===== src/rtl/mult_wb_buffer.sv =====
// Result buffer between the mult unit and the shared writeback port.
// Fall-through FIFO: an empty buffer with a ready port bypasses the incoming result.
module mult_wb_buffer #(
  parameter int unsigned DEPTH         = 4,
  parameter int unsigned XLEN          = 64,
  parameter int unsigned TRANS_ID_BITS = 3,
  parameter int unsigned STALL_SLACK   = 2
) (
  input  logic                         clk_i,
  input  logic                         rst_i,
  input  logic                         flush_i,
  input  logic                         in_valid_i,
  input  logic [TRANS_ID_BITS-1:0]     in_trans_id_i,
  input  logic [XLEN-1:0]              in_result_i,
  output logic                         wb_valid_o,
  output logic [TRANS_ID_BITS-1:0]     wb_trans_id_o,
  output logic [XLEN-1:0]              wb_result_o,
  input  logic                         wb_ready_i,
  output logic                         issue_stall_o,
  output logic [$clog2(DEPTH):0]       count_o,
  output logic                         overflow_o
);

  localparam int unsigned PW = $clog2(DEPTH);
  localparam int unsigned CW = PW + 1;

  logic [PW-1:0]            rd_ptr, wr_ptr;
  logic [XLEN-1:0]          res_mem [DEPTH];
  logic [TRANS_ID_BITS-1:0] id_mem  [DEPTH];

  logic          empty, full;
  logic          pop, push, deq, wr_en, drop;
  logic [CW-1:0] count_next;

  assign empty = (count_o == '0);
  assign full  = (count_o == CW'(DEPTH));

  always_comb begin
    if (empty) begin
      wb_valid_o    = in_valid_i;
      wb_trans_id_o = in_trans_id_i;
      wb_result_o   = in_result_i;
    end else begin
      wb_valid_o    = 1'b1;
      wb_trans_id_o = id_mem[rd_ptr];
      wb_result_o   = res_mem[rd_ptr];
    end
  end

  assign pop   = wb_valid_o & wb_ready_i & ~flush_i;
  assign push  = in_valid_i & ~flush_i & ~(empty & wb_ready_i);
  // A pop while empty is the bypass path: nothing leaves storage.
  assign deq   = pop & ~empty;
  assign wr_en = push & (~full | deq);
  assign drop  = push & full & ~deq;

  always_comb begin
    count_next = count_o;
    if (flush_i) count_next = '0;
    else         count_next = count_o + CW'(wr_en) - CW'(deq);
  end

  always_ff @(posedge clk_i) begin
    if (rst_i) begin
      rd_ptr        <= '0;
      wr_ptr        <= '0;
      count_o       <= '0;
      issue_stall_o <= 1'b0;
      overflow_o    <= 1'b0;
    end else begin
      count_o       <= count_next;
      issue_stall_o <= (count_next > CW'(DEPTH - STALL_SLACK));
      if (drop) overflow_o <= 1'b1;
      if (flush_i) begin
        rd_ptr <= '0;
        wr_ptr <= '0;
      end else begin
        if (deq)   rd_ptr <= rd_ptr + 1'b1;
        if (wr_en) wr_ptr <= wr_ptr + 1'b1;
      end
    end
  end

  always_ff @(posedge clk_i) begin
    if (wr_en) begin
      res_mem[wr_ptr] <= in_result_i;
      id_mem[wr_ptr]  <= in_trans_id_i;
    end
  end

endmodule

===== config.mk =====
export PLATFORM = sky130hd
export DESIGN_NAME = mult_wb_buffer
export DESIGN_NICKNAME = d
export VERILOG_FILES = /design/src/rtl/mult_wb_buffer.sv
export SDC_FILE = /design/constraint.sdc
export NUM_CORES = 1
export LEC_CHECK = 0
export CAP_MARGIN = 5
export CELL_PAD_IN_SITES_DETAIL_PLACEMENT = 1
export CELL_PAD_IN_SITES_GLOBAL_PLACEMENT = 1
export CORE_AREA = 2 2 155 157
export DETAILED_ROUTE_END_ITERATION = 10
export DIE_AREA = 0 0 157 159
export PLACE_DENSITY = 0.77
export SYNTH_ARGS = -nofsm -noshare
export SYNTH_HDL_FRONTEND = slang
export SYNTH_SLANG_ARGS = --single-unit
export TNS_END_PERCENT = 20

===== constraint.sdc =====
create_clock -name clk_i -period 4.5 [get_ports clk_i]
set_clock_uncertainty 0.1 [all_clocks]
set_input_delay 0.9 -clock clk_i [delete_from_list [all_inputs] [get_ports clk_i]]
set_output_delay 0.9 -clock clk_i [all_outputs]
set_load 0.1 [all_outputs]

==> results of run 1 <==
==> area by class of cell <==
class / count / area [µm²]
Clock inverter: 10 / 73.8
Inverter: 7 / 26.3
Timing Repair Buffer: 152 / 1390
Clock buffer: 42 / 805
Fill cell: 1956 / 9610
Multi-Input combinational cell: 178 / 2610
Sequential cell: 279 / 8280
Tap cell: 319 / 399
==> metal layers <==
| layer | up-vias | global-route usage |
|---|---|---|
| met2 | 155 | 0.298 |
| met5 | - | 0 |
| met1 | 2779 | 0.260 |
| met3 | 27 | 0.0392 |
| met4 | 0 | 0.0425 |
| li1 | 2355 | - |
==> cell usage after synthesis <==
| cell | number |
|---|---|
| nor4bb_1 | 1 |
| buf_2 | 10 |
| mux4_2 | 67 |
| nor3_2 | 1 |
| a22o_1 | 1 |
| xnor2_1 | 1 |
| o31ai_1 | 1 |
| o311ai_0 | 1 |
| edfxtp_1 | 268 |
| nor3b_1 | 1 |
| clkbuf_1 | 6 |
| o21a_1 | 1 |
| mux2_2 | 67 |
| and2_1 | 5 |
| or2_2 | 1 |
| buf_12 | 1 |
| buf_1 | 1 |
| buf_4 | 1 |
| ha_1 | 6 |
| buf_8 | 3 |
| buf_6 | 1 |
| nand2b_1 | 3 |
| fa_1 | 1 |
| a211oi_1 | 1 |
| nand2_1 | 3 |
| mux2i_1 | 1 |
| nor2_1 | 8 |
| dfxtp_1 | 11 |
| a21oi_1 | 3 |
| xor2_1 | 4 |
| inv_1 | 7 |
==> state kept, by name, summed over array words and instances (netlist names), named ones only <==
signal / cells
wr_ptr: 2
res_mem: 256
rd_ptr: 2
count_o: 3
id_mem: 12
issue_stall_o: 1
overflow_o: 1
==> worst max-delay path by stage <==
| stage | start | end | slack [ps] |
|---|---|---|---|
| 3_3_place_gp | wb_ready_i | issue_stall_o$_SDFF_PP0_ | 870 |
| 5_1_grt | flop | wb_result_o[41] | 500 |
| 3_5_place_dp | wb_ready_i | issue_stall_o$_SDFF_PP0_ | 630 |
| 6_report | flop | wb_result_o[41] | 750 |
| 2_1_floorplan | count_o[2]$_SDFF_PP0_ | id_mem[0][0]$_DFFE_PP_ | 730 |
| 4_1_cts | flop | wb_result_o[41] | 620 |
==> report_power, final <==
| part | switching [mW] | internal, mW | total, mW | leakage (nW) |
|---|---|---|---|---|
| clock | 0.916 | 1.29 | 2.20 | 0.429 |
| combinational | 0.482 | 0.190 | 0.672 | 1.46 |
| sequential | 0.00905 | 2.87 | 2.88 | 2.51 |
==> worst max-delay path, cell delays in order, from the launching register on <==
cell and delay, ps:
dfxtp_4 670, buf_4 440, mux4_2 570, mux2_2 290, buf_4 240
==> cells by family after synthesis <==
| group | Yosys count | synth area share |
|---|---|---|
| buffers and inverters | 30 | 0.0169 |
| xor gates and xnor gates | 5 | 0.00396 |
| and+or+nand+nor | 23 | 0.0113 |
| muxes | 135 | 0.206 |
| adders and majority gates | 7 | 0.00861 |
| AOI/OAI and AO/OA | 8 | 0.00498 |
| DFF | 279 | 0.748 |
==> through the flow <==
step | total power [mW] | util
2_1_floorplan | 3.41 | -
3_5_place_dp | 3.61 | 0.548
5_1_grt | 5.92 | 0.586
4_1_cts | 5.81 | 0.586
6_report | 5.76 | 0.586
3_3_place_gp | 3.59 | 0.548
==> impl_metrics.ini, run 1 <==
[setup_path]
reg2reg_slack_ps = 1520
crit_arrival_ps = 2750
reg2regPathDepth = 11
r2r-start = count_o[1]$_SDFF_PP0_
end_kind = output port
crit_fanout = 24
cp-start-kind = flop
path_class = flop to output port
reg2reg_to = issue_stall_o$_SDFF_PP0_
worst_ep_required_time_ps = 3500

[route]
wl_met2_um = 11100
wl_met1_um = 9730
wl_met3_um = 1380
wl_per_cell_um = 22.8
drc = 0
postRouteAntennaNets = 0
drtIter0Drc = 259
top_layer_used = met4
vias_per_cell = 5.39
vias = 5316
routed_wl_um = 22500
firstDrtPassIters = 4

[clock_network]
clk_pin_slew_ps = 60
cts_hold_buf = 0
cts_buffer_depth = 3
htreeDepth = 1
cts_tree = built
clkLatencyLatePin_ps = 520
clock-sinks = 279
root_buffer = clkbuf_16
cts_setup_buffers = 0
cts_buffers = 28
cts_resized = 0

[cells_and_area]
instances_no_fill = 987
nets = 725
drive_gt1_frac = 0.385
design_area_um2 = 13600
final_cell_mix = edfxtp_1, clkdlybuf4s50_1, buf_4, mux4_2, mux2_2
num_antenna_cells = 0
mostFrequentLayoutCell = edfxtp_1
syn_to_final_growth_pct = 22.9

[synth]
yosysWarnings = 0
yosysTopAreaCellShare = 0.729
synth_area_um2 = 11000
ys_types = 31
syn_avg_cell_area_um2 = 22.7
syn-instance-count = 487
synth-seq-area-share = 0.748
syn_nets = 566
ys_seq_elements = 279
synth_top_area_cell = edfxtp_1
yosys-top-cells-area = edfxtp_1, mux4_2, mux2_2

[job]
maxCapViolations = 0

[sta]
worstMarginPinSlew_ps = 1050
min_period_ps = 3750
whs_ps = 361
slew_violations = 0
fin_ws_ps = 748
hold_viol = 0
setup-tns-final_ps = 0
finalSetupViolCount = 0
period_share = 0.834
relSlewSlack = 0.303
fmax_mhz = 267
rsz0062_at_grt = false

[power_and_ir_drop]
leakage_nw = 4.40
ir_drop_v = 0.000323
p_per_area_nw_per_um2 = 424

[floorplanning]
initial_core_util = 0.476
die_w_um = 157
rows = 56
die-height_um = 159
dieArea_um2 = 25000
io_pins = 145
coreArea_um2 = 23200

[global_route]
grt_util_all_layers = 0.184
antenna_found_initial = 0
grt_max_degree = 68
overflow = 0
grt_pass1_vias = 6020
grt_first_pass_wirelength_um = 35100

[outcome]
outcome = finished, final reports clean

[placed_design]
dp_hpwl_um = 13200
pre_cts_slack_ps = 632
place_area_um2 = 12700
dp.cells = 935
gp_congestion = 0.765
io_buffers = 144

[min_path]
hp-start = overflow_o$_SDFFE_PP0P_
min_path_cells = 2
min_path_type = flop to flop
min_to = overflow_o$_SDFFE_PP0P_
(Power assumes the default switching activity.)
==> run 2, diff against run 1 <==
Settings changed: CORE_AREA 2 2 155 157 to 2 2 164 166, DIE_AREA 0 0 157 159 to 0 0 166 168, PLACE_DENSITY 0.77 to 0.72.
Clock period 4.5 ns to 3.3 ns, I/O delays scaled along.
==> run 2 against run 1 <==
Count of clock-buffer cells in the layout down 8. Worst hold slack worse by 7.5 ps. Sequential share of layout area fell by 3.2 points. Utilization is 4.2 points lower. Clock power grew 52%. Non-clock buffer count grew 7. Setup slack worse by 590 ps. Power up 44%. Final cell count increased by 2.9%. Critical path type unchanged. Via count up 0.13%. Sequential power rose by 36%. Die area rose by 12%.
==> impl_metrics.ini, run 2 (same netlist as run 1, synthesis figures left out) <==
[outcome]
outcome = finished, final reports clean

[sta]
whs_ps = 353
fmax_mhz = 319
setup-tns-final_ps = 0
finalSetupViolCount = 0
min_period_ps = 3140
hold_viol = 0
period_share = 0.951
relSlewSlack = 0.620
worstMarginPinSlew_ps = 570
rsz0062_at_grt = false
fin_ws_ps = 162
slew_violations = 0

[cells_and_area]
largest_register = res_mem
fillers = 2296
design_area_um2 = 14300
drive_gt1_frac = 0.397
instances_no_fill = 1016
final_cell_mix = edfxtp_1, clkdlybuf4s50_1, mux4_2, mux2_2, buf_12
largestRegisters = res_mem x256, id_mem x12, count_o x3
largest_register_ff_count = 256
mostFrequentLayoutCell = edfxtp_1
final_util = 0.544
num_antenna_cells = 0
syn_to_final_growth_pct = 29.8
nets = 732

[clock_network]
htreeDepth = 1
cts_buffer_depth = 3
cts_buffers = 28
clk_pin_slew_ps = 60
clock-sinks = 279
cts_hold_buf = 0
cts_resized = 0
cts_setup_buffers = 0
cts_tree = built
clkLatencyLatePin_ps = 530
root_buffer = clkbuf_16

[floorplanning]
io_pins = 145
die_w_um = 166
dieArea_um2 = 27900
initial_core_util = 0.419
coreArea_um2 = 26400
die-height_um = 168
rows = 60

[route]
firstDrtPassIters = 4
routed_wl_um = 22300
vias = 5323
drc = 0
wl_per_cell_um = 22.0
postRouteAntennaNets = 0
drtIter0Drc = 269
vias_per_cell = 5.24

[setup_path]
max_stage_delay_ps = 470
end_kind = output port
path_class = flop to output port
crit_arrival_ps = 2380
r2r-start = count_o[1]$_SDFF_PP0_
crit_path_cell_trace = nor3_4 > buf_4 > mux2_2 > buf_4
worstSetupStartpoint = count_o[1]$_SDFF_PP0_
cp_common_cell = buf_4
slowest_stage = buf_4
cp-start-kind = flop
crit_family = buffers and inverters
crit_fanout = 37
cp_num_buf_inv = 2
worst_ep_required_time_ps = 2540

[power_and_ir_drop]
power_mw = 8.30
leakage_nw = 4.70
ir_drop_v = 0.000435
p_per_area_nw_per_um2 = 579

[placed_design]
gp_congestion = 0.777
dp_hpwl_um = 13100
io_buffers = 144
place_area_um2 = 13400
pre_cts_slack_ps = -47.5
dp.cells = 964

[global_route]
grt_util_all_layers = 0.162
antenna_found_initial = 0
grt_pass1_vias = 6059
overflow = 0
grt_first_pass_wirelength_um = 35500
grt_max_degree = 38

[min_path]
hp-start = overflow_o$_SDFFE_PP0P_
min_path_type = flop to flop

[job]
maxCapViolations = 0
-- run 2: cell count changes in the layout (fill, tap and decap cells not counted), sizes merged --
| cell | previous run | this run |
|---|---|---|
| buf | 76 | 88 |
| clkbuf | 42 | 34 |
| bufinv | 1 | 6 |
| clkdlybuf4s50 | 76 | 71 |
| clkinv | 8 | 12 |
| clkinvlp | 1 | 0 |
-- run 2: tightest hold or removal path: stages, from the launching register on --
cell and delay (ps):
dfxtp_1 310, inv_1 50, a21oi_1 50
-- run 2: power by group --
group / switching (mW) / internal [mW] / leakage, nW / total, mW
clock network: 1.28 / 2.06 / 0.474 / 3.34
logic: 0.675 / 0.365 / 1.71 / 1.04
registers: 0.0105 / 3.92 / 2.51 / 3.93
-- run 2: layout make-up --
| type | count | area, µm² | share of cell area |
|---|---|---|---|
| Timing Repair Buffer | 159 | 2020 | 0.141 |
| Clock inverter | 18 | 233 | 0.0162 |
| Inverter | 7 | 26.3 | 0.00183 |
| Multi-Input combinational cell | 178 | 2610 | 0.182 |
| Sequential cell | 279 | 8280 | 0.577 |
| Tap cell | 341 | 427 | 0.0298 |
| Clock buffer | 34 | 744 | 0.0519 |
-- run 2: final timing paths --
kind / to / slack (ps) / cells past startpoint
setup / recovery: wb_result_o[1] / 160 / 4
hold / removal: overflow_o$_SDFFE_PP0P_ / 350 / 2
setup reg to reg: issue_stall_o$_SDFF_PP0_ / 600 / 11
hold reg to reg: overflow_o$_SDFFE_PP0P_ / 350 / 2
-- run 2: layer usage --
metal / GRT usage / part of all wire
met5: 0 / 0
met4: 0.0386 / 0.016
met3: 0.0348 / 0.060
met2: 0.271 / 0.50
met1: 0.219 / 0.43
